<file path="src/rtl/riscv_branch_pkg.sv">
// Shared encodings for the EX-stage branch resolver: branch funct3 codes,
// 2-bit bimodal counter states and the saturating counter update rule.
package riscv_branch_pkg;

    localparam logic [2:0] F3_BEQ  = 3'b000;
    localparam logic [2:0] F3_BNE  = 3'b001;
    localparam logic [2:0] F3_BLT  = 3'b100;
    localparam logic [2:0] F3_BGE  = 3'b101;
    localparam logic [2:0] F3_BLTU = 3'b110;
    localparam logic [2:0] F3_BGEU = 3'b111;

    typedef enum logic [1:0] {
        BHT_SNT = 2'b00,
        BHT_WNT = 2'b01,
        BHT_WT  = 2'b10,
        BHT_ST  = 2'b11
    } bht_state_e;

    localparam bht_state_e BHT_RESET = BHT_WNT;

    function automatic bht_state_e bht_next(input bht_state_e cur, input logic taken);
        logic [1:0] c;
        c = cur;
        if (taken)
            return (cur == BHT_ST) ? BHT_ST : bht_state_e'(c + 2'd1);
        else
            return (cur == BHT_SNT) ? BHT_SNT : bht_state_e'(c - 2'd1);
    endfunction

endpackage

</file>
<file path="src/rtl/bht_counter_table.sv">
// Array of 2-bit saturating counters: one combinational read port returning
// the predict bit, one synchronous update port. Reads see the pre-update value.
module bht_counter_table
    import riscv_branch_pkg::*;
#(
    parameter int unsigned ENTRIES = 64,
    parameter int unsigned IDX_W   = 6
) (
    input  logic             clk,
    input  logic             rst_n,
    input  logic [IDX_W-1:0] rd_idx,
    output logic             rd_taken,
    input  logic             upd_en,
    input  logic [IDX_W-1:0] upd_idx,
    input  logic             upd_taken
);

    bht_state_e tbl [ENTRIES];

    assign rd_taken = tbl[rd_idx][1];

    always_ff @(posedge clk or negedge rst_n) begin
        if (!rst_n) begin
            for (int unsigned i = 0; i < ENTRIES; i++)
                tbl[i] <= BHT_RESET;
        end else if (upd_en) begin
            tbl[upd_idx] <= bht_next(tbl[upd_idx], upd_taken);
        end
    end

endmodule

</file>
<file path="src/rtl/branch_resolve_bht.sv">
// EX-stage branch resolver: funct3 decode, mispredict redirect, bimodal BHT
// training and branch/mispredict performance counters.
module branch_resolve_bht
    import riscv_branch_pkg::*;
#(
    parameter int unsigned XLEN        = 32,
    parameter int unsigned BHT_ENTRIES = 64,
    parameter int unsigned IDX_LSB     = 2
) (
    input  logic            clk,
    input  logic            rst_n,
    input  logic [XLEN-1:0] if_pc,
    output logic            if_pred_taken,
    input  logic            ex_valid,
    input  logic            ex_is_branch,
    input  logic            ex_stall,
    input  logic [2:0]      ex_funct3,
    input  logic [XLEN-1:0] ex_pc,
    input  logic [XLEN-1:0] ex_target,
    input  logic            ex_pred_taken,
    output logic            BrUn,
    input  logic            BrEq,
    input  logic            BrLt,
    output logic            redirect_valid,
    output logic [XLEN-1:0] redirect_pc,
    output logic            illegal_br,
    output logic [31:0]     br_count,
    output logic [31:0]     mispred_count
);

    localparam int unsigned IDX_W = $clog2(BHT_ENTRIES);

    logic        resolve;
    logic        taken;
    logic        bad_f3;
    logic        update;
    logic [31:0] br_count_q;
    logic [31:0] mispred_count_q;
    logic        unused_if_pc;

    assign unused_if_pc = ^if_pc;

    assign resolve = ex_valid & ex_is_branch & ~ex_stall;
    assign BrUn    = ex_funct3[1];
    assign bad_f3  = (ex_funct3[2:1] == 2'b01);
    assign update  = resolve & ~bad_f3;

    always_comb begin
        taken = 1'b0;
        case (ex_funct3)
            F3_BEQ:           taken = BrEq;
            F3_BNE:           taken = ~BrEq;
            F3_BLT, F3_BLTU:  taken = BrLt;
            F3_BGE, F3_BGEU:  taken = ~BrLt;
            default:          taken = 1'b0;
        endcase
    end

    // Gated by rst_n so nothing escapes while the core is held in reset.
    assign illegal_br     = rst_n & resolve & bad_f3;
    assign redirect_valid = rst_n & update & (taken != ex_pred_taken);
    assign redirect_pc    = taken ? ex_target : ex_pc + XLEN'(4);

    bht_counter_table #(
        .ENTRIES (BHT_ENTRIES),
        .IDX_W   (IDX_W)
    ) u_bht (
        .clk       (clk),
        .rst_n     (rst_n),
        .rd_idx    (if_pc[IDX_LSB +: IDX_W]),
        .rd_taken  (if_pred_taken),
        .upd_en    (update),
        .upd_idx   (ex_pc[IDX_LSB +: IDX_W]),
        .upd_taken (taken)
    );

    always_ff @(posedge clk or negedge rst_n) begin
        if (!rst_n) begin
            br_count_q      <= '0;
            mispred_count_q <= '0;
        end else begin
            if (update)
                br_count_q <= br_count_q + 32'd1;
            if (redirect_valid)
                mispred_count_q <= mispred_count_q + 32'd1;
        end
    end

    assign br_count      = br_count_q;
    assign mispred_count = mispred_count_q;

endmodule

</file>
<file path="config.mk">
export PLATFORM = sky130hd
export DESIGN_NAME = branch_resolve_bht
export DESIGN_NICKNAME = d
export VERILOG_FILES = /design/src/rtl/riscv_branch_pkg.sv /design/src/rtl/bht_counter_table.sv /design/src/rtl/branch_resolve_bht.sv
export SDC_FILE = /design/constraint.sdc
export NUM_CORES = 1
export LEC_CHECK = 0
export CORE_ASPECT_RATIO = 0.7
export CORE_UTILIZATION = 50
export CTS_BUF_LIST = sky130_fd_sc_hd__clkbuf_4 sky130_fd_sc_hd__clkbuf_8 sky130_fd_sc_hd__clkbuf_16
export DETAILED_ROUTE_END_ITERATION = 16
export DONT_BUFFER_PORTS = 1
export SYNTH_ARGS = -nofsm -noshare
export SYNTH_HDL_FRONTEND = slang
export SYNTH_SLANG_ARGS = --single-unit
export TNS_END_PERCENT = 50
</file>
<file path="constraint.sdc">
create_clock -name clk -period 5.54 [get_ports clk]
set_input_delay 1.108 -clock clk [delete_from_list [all_inputs] [get_ports clk]]
set_output_delay 1.108 -clock clk [all_outputs]
set_load 0.05 [all_outputs]
</file>
==> results.md <==
Layout:
- The final layout contains 1260 nets.
- The fraction of layout instances using a drive strength above 1 is 16.42%.
- The number of inserted filler cells in the final layout is 1904.
- The number of antenna cells inserted is 0.
- In the final layout, the multi-input gates occupy 0.005684 mm².
- The storage element area is 0.004885 mm².
- The area growth from synthesis to layout is 7.857%.

STA:
- Setup repair after global routing left no endpoint under its margin.
- After layout, the worst path uses between 70% and 80% of the clock period.
- The transition time at the pin with the least slew margin is ~1.1 ns.
- In this run the tightest slew margin relative to its limit is 23.46%.
- The setup total negative slack is 0 ns.
- The setup violation total in the final timing report is 0.
- The minimum period implied by the final worst setup slack is slightly above 4 ns.
- The maximum clock rate is 240.5 MHz.
- Across all setup checks in the final design, the least slack found is 1.383 ns.
- The count of pins over their slew limit is 0.
- The final hold violation count is 0.
- The worst hold-check slack is 0.3805 ns.
- The setup skew after layout is 0.01169 ns.

Critical path:
- Counting stages on the worst path, the most repeated cell is sky130_fd_sc_hd__nand2_1.
- The worst setup path is of the in2out kind.
- The worst register-to-register path begins at br_count[0].
- The endpoint type of the worst setup path is an output pin.
- The maximum fanout encountered on the critical timing path is 35.
- STA classifies the critical path startpoint as an input pin.
- The data required time of the critical path is 4.43 ns.
- For this design, the slowest cell found on the critical path is sky130_fd_sc_hd__nand2_1.
- On the worst path, the slowest cell contributes a delay of 0.43 ns.
- The end of the worst register-to-register path is br_count[30].
- The setup slack of the most critical reg-to-reg path is 2.54 ns.
- The worst reg-to-reg path cell count is 8.
- The signal on the critical path passes through and2_1, nand2_1, nor2_1, nand2_1, xor2_1, a21oi_1, buf_4.
- STA puts the critical path data arrival time at ~3.1 ns.

Placement:
- The half-perimeter wire length after detailed placement is 20710 µm.
- The post-placement worst setup slack is about 1.4 ns.
- The count of buffers from port buffering is 0.
- The congestion estimate from routability-driven global placement came to roughly 0.81.

GRT:
- In the global route stage, overall resource usage came out at 28.75%.
- The total overflow reported by the global router is 0.
- The number of antenna violations at the first check in global routing came to 0.
- The first global-routing pass estimated 48710 µm of wire.
- The largest net degree at the start of global routing is 195.
- The number of global-route vias before repair is 8225.

Yosys:
- For this run, the number of Yosys warnings is 0.
- Of the total synthesized cell area, the portion taken by full adders, half adders and majority gates is less than 1%.
- The dominant combinational cell family by area after synthesis is simple AND/OR/NAND/NOR gates.
- The mux share of post-synthesis cell area is 9.527%.
- The number of distinct library cells after synthesis is 63.
- Synthesis produced a netlist whose cell count is between 1000 and 1500.
- The synthesized-area fraction occupied by ao, oa, aoi and oai cells is 13.04%.
- The average instance in the mapped netlist occupies 9.399 µm².
- After synthesis, the share of flip-flops with an asynchronous set or reset is 100.0%.
- In the synthesized netlist the dominant register cell turns out to be sky130_fd_sc_hd__dfrtp_1.
- The share of synthesized cell area in and, or, nand and nor gates is 21.25%.
- The share of the Yosys chip area taken by registers is between 40% and 50%.
- The number of synthesized register bits is 192.
- The post-synthesis net count is roughly 1300.
- In this run the cell area of the synthesized design comes to 0.01094 mm².
- Yosys mapped a number of flops with a built-in enable equal to 0.
- The post-synthesis share of cell area spent on xor and xnor gates is 7.525%.

Floorplan:
- The die width is 178.8 µm.
- The count of boundary I/O pins is 207.
- The core outline area is around 0.021 mm².
- The die is 125.8 µm tall.
- The floorplan has 44 rows.
- The initial standard-cell utilization of the core is 51.89%.
- The area of the die is roughly 0.022 mm².

Route:
- The detailed-route via count is a little under 9000.
- The average wire per standard cell is 21.79 µm.
- The length of the first detailed-routing pass in iterations is 5.
- The number of antenna-violating nets in the routed design is 0.
- After detailed routing, the number of vias per cell comes to 6.083.
- The final layout contains routed wiring with a total length of 31360 µm.
- The number of remaining DRC errors is 0.
- The first routing iteration left 1031 violations.

Clock network:
- The number of instances resized during post-cts repair is 0.
- The post-CTS setup-driven buffer insertion count is 0.
- TritonCTS built the clock tree.
- The register clock-pin slew on the reported worst setup and hold paths is about 0.070 ns.
- The number of hold-repair buffers added at the cts stage is 0.
- The number of clock buffers inserted by TritonCTS is 17.
- The clock net in this run drives a total of 192 sinks.
- The root buffer cell is sky130_fd_sc_hd__clkbuf_16.
- In this run the number of H-tree levels came out at 4.
- No sink is reached through more buffers than the 2 on the longest clock path.
- At the later pin of the worst-skew pair, clock insertion delay measures 0.45 ns.

Power:
- The leakage component of the power is 4.572 nW.
- IR analysis of the VDD net gives a maximum drop of 0.0002212 V.
- For this design the ratio of total power to cell area is between 200 and 300 mW/mm².

Job:
- Across the run, the number of max-cap violations was 0.

Run status:
- The flow ran to the end, and the final reports show no timing, DRC or antenna violations.

Hold path:
- The class of the most critical hold timing path is in2async.
## placed cells by master (no fill, tap or decap), drive strengths merged, types with 8 or more instances in the layout
master and count:
clkbuf 20, o31ai 64, mux4 33, nor2 186, inv 12, xnor2 65
a22oi 8, buf 36, nand2b 8, clkinv 8, mux2 15, a31oi 66
nor3 14, xor2 29, dfrtp 128, and3 24, mux2i 13, nand4 19
nand3 37, dfstp 64, a21oi 38, nand2 201
## cells in the mapped netlist, types with 2 or more instances
| library cell | count | area share (%) |
|---|---|---|
| sky130_fd_sc_hd__a21oi_1 | 37 | 1.7 |
| sky130_fd_sc_hd__a221oi_1 | 4 | 0.32 |
| sky130_fd_sc_hd__a22oi_1 | 8 | 0.55 |
| sky130_fd_sc_hd__a31oi_1 | 65 | 3.7 |
| sky130_fd_sc_hd__a41oi_1 | 2 | 0.16 |
| sky130_fd_sc_hd__and2_1 | 4 | 0.23 |
| sky130_fd_sc_hd__and3_1 | 24 | 1.4 |
| sky130_fd_sc_hd__and3b_1 | 3 | 0.24 |
| sky130_fd_sc_hd__and4_1 | 4 | 0.32 |
| sky130_fd_sc_hd__buf_1 | 7 | 0.24 |
| sky130_fd_sc_hd__buf_2 | 33 | 1.5 |
| sky130_fd_sc_hd__buf_6 | 8 | 0.82 |
| sky130_fd_sc_hd__clkbuf_1 | 20 | 0.69 |
| sky130_fd_sc_hd__dfrtp_1 | 128 | 29 |
| sky130_fd_sc_hd__dfstp_2 | 64 | 15 |
| sky130_fd_sc_hd__ha_1 | 3 | 0.34 |
| sky130_fd_sc_hd__inv_1 | 9 | 0.31 |
| sky130_fd_sc_hd__mux2_1 | 2 | 0.21 |
| sky130_fd_sc_hd__mux2_2 | 13 | 1.3 |
| sky130_fd_sc_hd__mux2i_1 | 13 | 1.2 |
| sky130_fd_sc_hd__mux4_2 | 33 | 6.8 |
| sky130_fd_sc_hd__nand2_1 | 201 | 6.9 |
| sky130_fd_sc_hd__nand2b_1 | 8 | 0.46 |
| sky130_fd_sc_hd__nand3_1 | 36 | 1.6 |
| sky130_fd_sc_hd__nand3b_1 | 5 | 0.34 |
| sky130_fd_sc_hd__nand4_1 | 19 | 1.1 |
| sky130_fd_sc_hd__nor2_1 | 185 | 6.3 |
| sky130_fd_sc_hd__nor2b_1 | 7 | 0.40 |
| sky130_fd_sc_hd__nor3_1 | 14 | 0.64 |
| sky130_fd_sc_hd__nor3b_2 | 2 | 0.23 |
| sky130_fd_sc_hd__nor4_1 | 3 | 0.17 |
| sky130_fd_sc_hd__nor4b_1 | 2 | 0.16 |
| sky130_fd_sc_hd__o2111ai_1 | 2 | 0.16 |
| sky130_fd_sc_hd__o211ai_1 | 5 | 0.34 |
| sky130_fd_sc_hd__o21a_1 | 3 | 0.21 |
| sky130_fd_sc_hd__o21ai_0 | 5 | 0.23 |
| sky130_fd_sc_hd__o31ai_1 | 63 | 4.3 |
| sky130_fd_sc_hd__or3_1 | 3 | 0.17 |
| sky130_fd_sc_hd__xnor2_1 | 65 | 5.2 |
| sky130_fd_sc_hd__xor2_1 | 29 | 2.3 |
## kinds of logic after synthesis
kind of cell / count (synthesis)
AO/OA/AOI/OAI: 208
flip-flops: 192
multiplexers: 61
XOR/XNOR: 94
buffers and inverters: 79
AND/OR/NAND/NOR: 527
adder cells (fa/ha/maj): 3
## through the flow
stage	instances	total power, mW	area [µm²]	util [%]
global route	1439	3.459	11800	55.96
CTS	1439	3.356	11800	55.96
global placement	1407	2.140	11230	53.28
finish	1439	3.337	11800	55.96
detailed placement	1407	2.147	11230	53.28
floorplan	1164	2.039	10940	-
## how the worst max path moves through the flow
stage                        start              end  slack, ns  depth (start not counted)
after floorplan           ex_pc[4]  redirect_pc[30]       0.94                         10
after global placement    ex_pc[3]   redirect_pc[9]       1.45                          7
after detailed placement  ex_pc[3]   redirect_pc[9]       1.44                          7
after CTS                 ex_pc[3]   redirect_pc[9]       1.42                          7
after global routing      ex_pc[3]   redirect_pc[9]       1.35                          7
final                     ex_pc[2]   redirect_pc[9]       1.38                          7
## power by group
| group | leakage [nW] | internal (mW) | switching (mW) | total (mW) |
|---|---|---|---|---|
| logic | 1.88 | 0.171 | 0.313 | 0.483 |
| registers | 2.41 | 1.49 | 0.155 | 1.64 |
| clock network | 0.281 | 0.644 | 0.569 | 1.21 |
## critical path, delay by kind of cell
kind,cells,cell delay (ns)
XOR/XNOR,1,0.15
AND/OR/NAND/NOR,4,1.23
buffers and inverters,1,0.27
AO/OA/AOI/OAI,1,0.24
## layout make-up
class	count	area share (%)
clock buffer	20	3.849
clock inverter	12	0.9437
inverter	10	0.3181
multi-input combinational	893	48.17
sequential	192	41.40
tap	276	2.927
timing repair buffer	36	2.396
## state kept, by name, indices dropped and copies added, names as in the netlist
register,count
mispred_count,32
u_bht.tbl,128
br_count,32
## routing by layer
layer	part of all wire, %	GRT usage [%]	vias up
li1	-	-	4116
met1	46	42.78	4242
met2	44	41.86	364
met3	8.4	6.673	32
met4	1.5	7.876	0
met5	0	0	-
No activity file was read; power rests on OpenSTA's default activity.
